--- src/rtl/operand_loader_if.sv ---
// Bus between the operand loader and its environment: button/switch inputs,
// the multiplier handshake and the operand/result/status outputs.
interface operand_loader_if #(
  parameter int WIDTH = 4
);
  logic               btn;
  logic [WIDTH-1:0]   sw;
  logic               mul_done;
  logic [2*WIDTH-1:0] mul_product;
  logic [WIDTH-1:0]   op_a;
  logic [WIDTH-1:0]   op_b;
  logic               mul_start;
  logic [2*WIDTH-1:0] result;
  logic               result_valid;
  logic               err;
  logic [2:0]         state;

  modport master (
    output btn, sw, mul_done, mul_product,
    input  op_a, op_b, mul_start, result, result_valid, err, state
  );

  modport slave (
    input  btn, sw, mul_done, mul_product,
    output op_a, op_b, mul_start, result, result_valid, err, state
  );
endinterface

--- src/rtl/operand_loader.sv ---
// Button-driven operand entry: press 1 loads A, press 2 loads B and starts the
// multiplier, the product is shown until press 3 returns to entry.
module operand_loader #(
  parameter int WIDTH          = 4,
  parameter int LOCKOUT_CYCLES = 1000000,
  parameter int TIMEOUT_CYCLES = 64
) (
  input  logic           clk,
  input  logic           rst_n,
  operand_loader_if.slave bus
);
  localparam int LOCK_W = $clog2(LOCKOUT_CYCLES + 1);
  localparam int TMO_W  = (TIMEOUT_CYCLES > 1) ? $clog2(TIMEOUT_CYCLES) : 1;

  typedef enum logic [2:0] {
    LOAD_A = 3'd0,
    LOAD_B = 3'd1,
    START  = 3'd2,
    WAIT   = 3'd3,
    SHOW   = 3'd4
  } state_t;

  state_t             st;
  logic               btn_q;
  logic [LOCK_W-1:0]  lock_cnt;
  logic [TMO_W-1:0]   tmo_cnt;
  logic [WIDTH-1:0]   cap_a;
  logic [WIDTH-1:0]   cap_b;
  logic               start_pulse;
  logic [2*WIDTH-1:0] prod;
  logic               prod_vld;
  logic               tmo_err;
  logic               press;
  logic               accept;

  // Presses outside the entry/show states are dropped without re-arming the lockout.
  assign press  = bus.btn & ~btn_q & (lock_cnt == '0);
  assign accept = press & ((st == LOAD_A) | (st == LOAD_B) | (st == SHOW));

  always_ff @(posedge clk or negedge rst_n) begin
    if (!rst_n) begin
      st          <= LOAD_A;
      btn_q       <= 1'b1;
      lock_cnt    <= '0;
      tmo_cnt     <= '0;
      cap_a       <= '0;
      cap_b       <= '0;
      start_pulse <= 1'b0;
      prod        <= '0;
      prod_vld    <= 1'b0;
      tmo_err     <= 1'b0;
    end else begin
      btn_q       <= bus.btn;
      start_pulse <= 1'b0;

      if (accept)
        lock_cnt <= LOCK_W'(LOCKOUT_CYCLES);
      else if (lock_cnt != '0)
        lock_cnt <= lock_cnt - LOCK_W'(1);

      case (st)
        LOAD_A: begin
          if (press) begin
            cap_a <= bus.sw;
            st    <= LOAD_B;
          end
        end
        LOAD_B: begin
          if (press) begin
            cap_b       <= bus.sw;
            start_pulse <= 1'b1;
            st          <= START;
          end
        end
        START: begin
          tmo_cnt <= '0;
          st      <= WAIT;
        end
        WAIT: begin
          // Done has priority over a timeout falling in the same cycle.
          if (bus.mul_done) begin
            prod     <= bus.mul_product;
            prod_vld <= 1'b1;
            st       <= SHOW;
          end else if (tmo_cnt == TMO_W'(TIMEOUT_CYCLES - 1)) begin
            tmo_err <= 1'b1;
            st      <= SHOW;
          end else begin
            tmo_cnt <= tmo_cnt + TMO_W'(1);
          end
        end
        SHOW: begin
          if (press) begin
            prod_vld <= 1'b0;
            tmo_err  <= 1'b0;
            st       <= LOAD_A;
          end
        end
        default: st <= LOAD_A;
      endcase
    end
  end

  assign bus.op_a         = cap_a;
  assign bus.op_b         = cap_b;
  assign bus.mul_start    = start_pulse;
  assign bus.result       = prod;
  assign bus.result_valid = prod_vld;
  assign bus.err          = tmo_err;
  assign bus.state        = st;
endmodule

--- src/flat_wrapper.sv ---
// flat-port wrapper written by rule: the top's interface ports become plain ports
module operand_loader_flat 
#(
  parameter int WIDTH          = 4,
  parameter int LOCKOUT_CYCLES = 1000000,
  parameter int TIMEOUT_CYCLES = 64
)
  (clk, rst_n, bus_btn, bus_sw, bus_mul_done, bus_mul_product, bus_op_a, bus_op_b, bus_mul_start, bus_result, bus_result_valid, bus_err, bus_state);
  operand_loader_if #(.WIDTH(WIDTH)) bus_i ();
  input  logic clk;
  input  logic rst_n;
  input wire logic [$bits(bus_i.btn)-1:0] bus_btn;
  input wire logic [$bits(bus_i.sw)-1:0] bus_sw;
  input wire logic [$bits(bus_i.mul_done)-1:0] bus_mul_done;
  input wire logic [$bits(bus_i.mul_product)-1:0] bus_mul_product;
  output wire logic [$bits(bus_i.op_a)-1:0] bus_op_a;
  output wire logic [$bits(bus_i.op_b)-1:0] bus_op_b;
  output wire logic [$bits(bus_i.mul_start)-1:0] bus_mul_start;
  output wire logic [$bits(bus_i.result)-1:0] bus_result;
  output wire logic [$bits(bus_i.result_valid)-1:0] bus_result_valid;
  output wire logic [$bits(bus_i.err)-1:0] bus_err;
  output wire logic [$bits(bus_i.state)-1:0] bus_state;
  assign bus_i.btn = bus_btn;
  assign bus_i.sw = bus_sw;
  assign bus_i.mul_done = bus_mul_done;
  assign bus_i.mul_product = bus_mul_product;
  assign bus_op_a = bus_i.op_a;
  assign bus_op_b = bus_i.op_b;
  assign bus_mul_start = bus_i.mul_start;
  assign bus_result = bus_i.result;
  assign bus_result_valid = bus_i.result_valid;
  assign bus_err = bus_i.err;
  assign bus_state = bus_i.state;
  operand_loader #(.WIDTH(WIDTH), .LOCKOUT_CYCLES(LOCKOUT_CYCLES), .TIMEOUT_CYCLES(TIMEOUT_CYCLES)) u_core (.clk(clk), .rst_n(rst_n), .bus(bus_i));
endmodule
--- config.mk ---
export PLATFORM = sky130hd
export DESIGN_NAME = operand_loader_flat
export DESIGN_NICKNAME = d
export VERILOG_FILES = /design/src/rtl/operand_loader_if.sv /design/src/rtl/operand_loader.sv /design/src/flat_wrapper.sv
export SDC_FILE = /design/constraint.sdc
export NUM_CORES = 1
export LEC_CHECK = 0
export CELL_PAD_IN_SITES_DETAIL_PLACEMENT = 0
export CELL_PAD_IN_SITES_GLOBAL_PLACEMENT = 1
export CORE_ASPECT_RATIO = 2
export CORE_MARGIN = 2
export CORE_UTILIZATION = 40
export CTS_BUF_LIST = sky130_fd_sc_hd__clkbuf_4 sky130_fd_sc_hd__clkbuf_8
export CTS_CLUSTER_SIZE = 30
export DETAILED_ROUTE_END_ITERATION = 10
export PLACE_DENSITY = 0.84
export SLEW_MARGIN = 20
export SYNTH_ARGS = -nofsm -noshare
export SYNTH_HDL_FRONTEND = slang
export SYNTH_SLANG_ARGS = --single-unit
--- constraint.sdc ---
create_clock -name clk -period 6.4 [get_ports clk]
set_clock_uncertainty 0.05 [all_clocks]
set_input_delay 1.28 -clock clk [delete_from_list [all_inputs] [get_ports clk]]
set_output_delay 1.28 -clock clk [all_outputs]
set_load 0.01 [all_outputs]
==> impl_metrics.ini <==
[run_status]
status = finished clean

[timing]
max_freq_mhz = 356
slew_violations = 0
tns_ns = 0
setup_viol = 0
max_slew_margin_pct = 58.3
hold_viol = 0
timing.final.ws_setup_ns = 3.59
rsz0062_at_grt = false
worst_pin_slew_ns = 0.626
period_share_pct = 43.9
fin_crit_ns = 2.81

[clock_tree]
post_cts_resized = 0
clk_pin_slew_ns = 0.10
insertion_delay_ns = 0.31
cts_made_buffers = 5
cts.sinks = 49
cts-root-buf = clkbuf_8
cts_max_path_buffers = 2
holdBufCountCts = 0
cts_setup_buffers = 0
h-tree-depth = 2
cts_tree = built

[global_route]
gr-total-overflow = 0
grt_pass1_vias = 1705
grt_usage_pct = 16.9
grt_max_degree = 50
antenna_found_initial = 0
grt_pass1_wl_mm = 8.41

[critical_path]
critPathMaxFanout = 8
startpoint_type = input port
r2r_slack_ns = 4.08
worstSetupEndpointType = flop
worst-setup-path-type = input port to flop
required_ns = 6.59
cp.arrival_ns = 3.00

[placed_design]
dpl-instance-area_sq_um = 2770
dp_cells = 302
dp_slack_ns = 3.28
place_congestion = 0.754
io_buffers = 37
dp_hpwl_mm = 3.69

[logic_synthesis]
yosys_most_used_dff = dfrtp_1
synth_area_leader_cell = dfrtp_1
yosys_register_bits = 49
synth-edff-count = 0
ys_warn_count = 0
synth_nets = 226
async_flop_share_pct = 100
synthTopCellsByArea = dfrtp_1 51%, mux2_4 5.1%, mux2_2 4.3%
avgSynthCellArea_sq_um = 11.4
netlist_area_sq_um = 2350
yosysSeqAreaShare_pct = 52.2
synth.distinct_cells = 48
yosys.area.top_type_share_pct = 51.1
netlist_instances = 207

[finish]
final_common_cell = dfrtp_1
drive_above_1_share_pct = 15.7
final_area_sq_um = 2890
antenna_cells = 0
final_cells = 310
layout_common_cells = 48 x dfrtp_1, 36 x clkdlybuf4s50_1, 18 x nor2_1
area_delta_synth_final_pct = 22.7
nNetsFinal = 267

[pwr]
powerDensity_nw_per_um2 = 198
leakage_nw = 1.26
ir_drop_uv = 210

[route]
totalWireLength_mm = 4.94
drc_errors = 0
drt_iter0_markers = 48
vias_per_cell = 5.44
via_count = 1685
dr.pass1.iters = 4
antenna_left = 0
wl_per_cell_um = 15.9

[floorplan]
pin_count = 38
dieWidth_um = 58.2
die_h_um = 112
start_util_pct = 41.2
num_rows = 39
core_sq_um = 5710
die_area_sq_um = 6550

[worst_hold_path]
min_path_type = flop to flop

[run]
drv_cap = 0
-- stage by stage --
step	hold slack (ns)	utilization (%)	power [mW]
after global routing	0.471	50.5	0.599
after CTS	0.445	50.5	0.579
after global placement	0.417	48.5	0.352
final	0.440	50.5	0.572
after detailed placement	0.422	48.5	0.353
after floorplan	0.400	-	0.333
-- where the power goes --
group	internal (mW)	leakage, nW	switching, mW
combinational	0.0133	0.586	0.0139
clock	0.117	0.0543	0.109
sequential	0.314	0.623	0.00538
total	0.444	1.26	0.128
-- worst max-delay path, stage by stage --
cell and delay [ns]:
clkdlybuf4s50_1 0.50, nor4bb_1 0.40, o21ai_1 0.26, or3_1 0.40, a21oi_1 0.16
-- metal layers --
metal | global-route usage (%) | part of all wire [%]
met2 | 29.5 | 55
met4 | 9.30 | 3.4
met1 | 18.3 | 38
met3 | 3.46 | 3.4
met5 | 0 | 0
-- kinds of logic after synthesis --
kind of cell / share of synthesized area, %
multiplexers: 10.7
AO/OA/AOI/OAI: 7.29
buffers and inverters: 2.39
AND/OR/NAND/NOR: 21.8
adder cells (fa/ha/maj): 1.60
flip-flops: 52.2
XOR/XNOR: 4.10
-- cells in the mapped netlist (2+ instances only) --
library cell,count
nor3_1,12
nand2_4,2
nand2b_1,4
nand4b_1,3
nor2_1,18
or4_1,2
nand4_1,4
nor2b_1,2
dfrtp_1,48
buf_4,2
xnor2_1,9
mux2i_1,3
a211oi_1,4
a21oi_1,3
nor2_2,2
o211ai_1,2
xor2_1,2
ha_1,3
or3_1,2
o21ai_0,8
mux2_2,9
inv_1,8
mux2_4,8
nand3_1,12
nand2_1,12
-- flip-flops by register name, summed over array words and instances, names as in the netlist --
signal / count
u_core.bus.op_a: 4
u_core.bus.mul_start: 1
u_core.bus.op_b: 4
u_core.btn_q: 1
u_core.bus.result: 8
u_core.bus.err: 1
u_core.bus.state: 3
u_core.tmo_cnt: 6
u_core.bus.result_valid: 1
u_core.lock_cnt: 20
-- layout make-up --
cell class | instances | area [sq um]
Sequential cell | 49 | 1230
Clock buffer | 5 | 68.8
Tap cell | 61 | 76.3
Timing Repair Buffer | 37 | 368
Fill cell | 529 | 2820
Multi-Input combinational cell | 147 | 1070
Clock inverter | 3 | 46.3
Inverter | 8 | 30.0
-- path summary, 6_finish.rpt --
| check | from | endpoint | depth (start not counted) |
|---|---|---|---|
| max in group asynchronous | rst_n | u_core.lock_cnt[19]$_DFFE_PN0P_ | 1 |
| setup reg to reg | u_core.lock_cnt[15]$_DFFE_PN0P_ | u_core.bus.err$_DFFE_PN0P_ | 5 |
| hold / removal | u_core.lock_cnt[13]$_DFFE_PN0P_ | u_core.lock_cnt[13]$_DFFE_PN0P_ | 1 |
| hold reg to reg | u_core.lock_cnt[13]$_DFFE_PN0P_ | u_core.lock_cnt[13]$_DFFE_PN0P_ | 1 |
| setup / recovery | bus_mul_done | u_core.tmo_cnt[3]$_DFFE_PN0P_ | 5 |
| min in group asynchronous | rst_n | u_core.lock_cnt[4]$_DFFE_PN0P_ | 1 |
No activity file was read; power rests on OpenSTA's default activity.
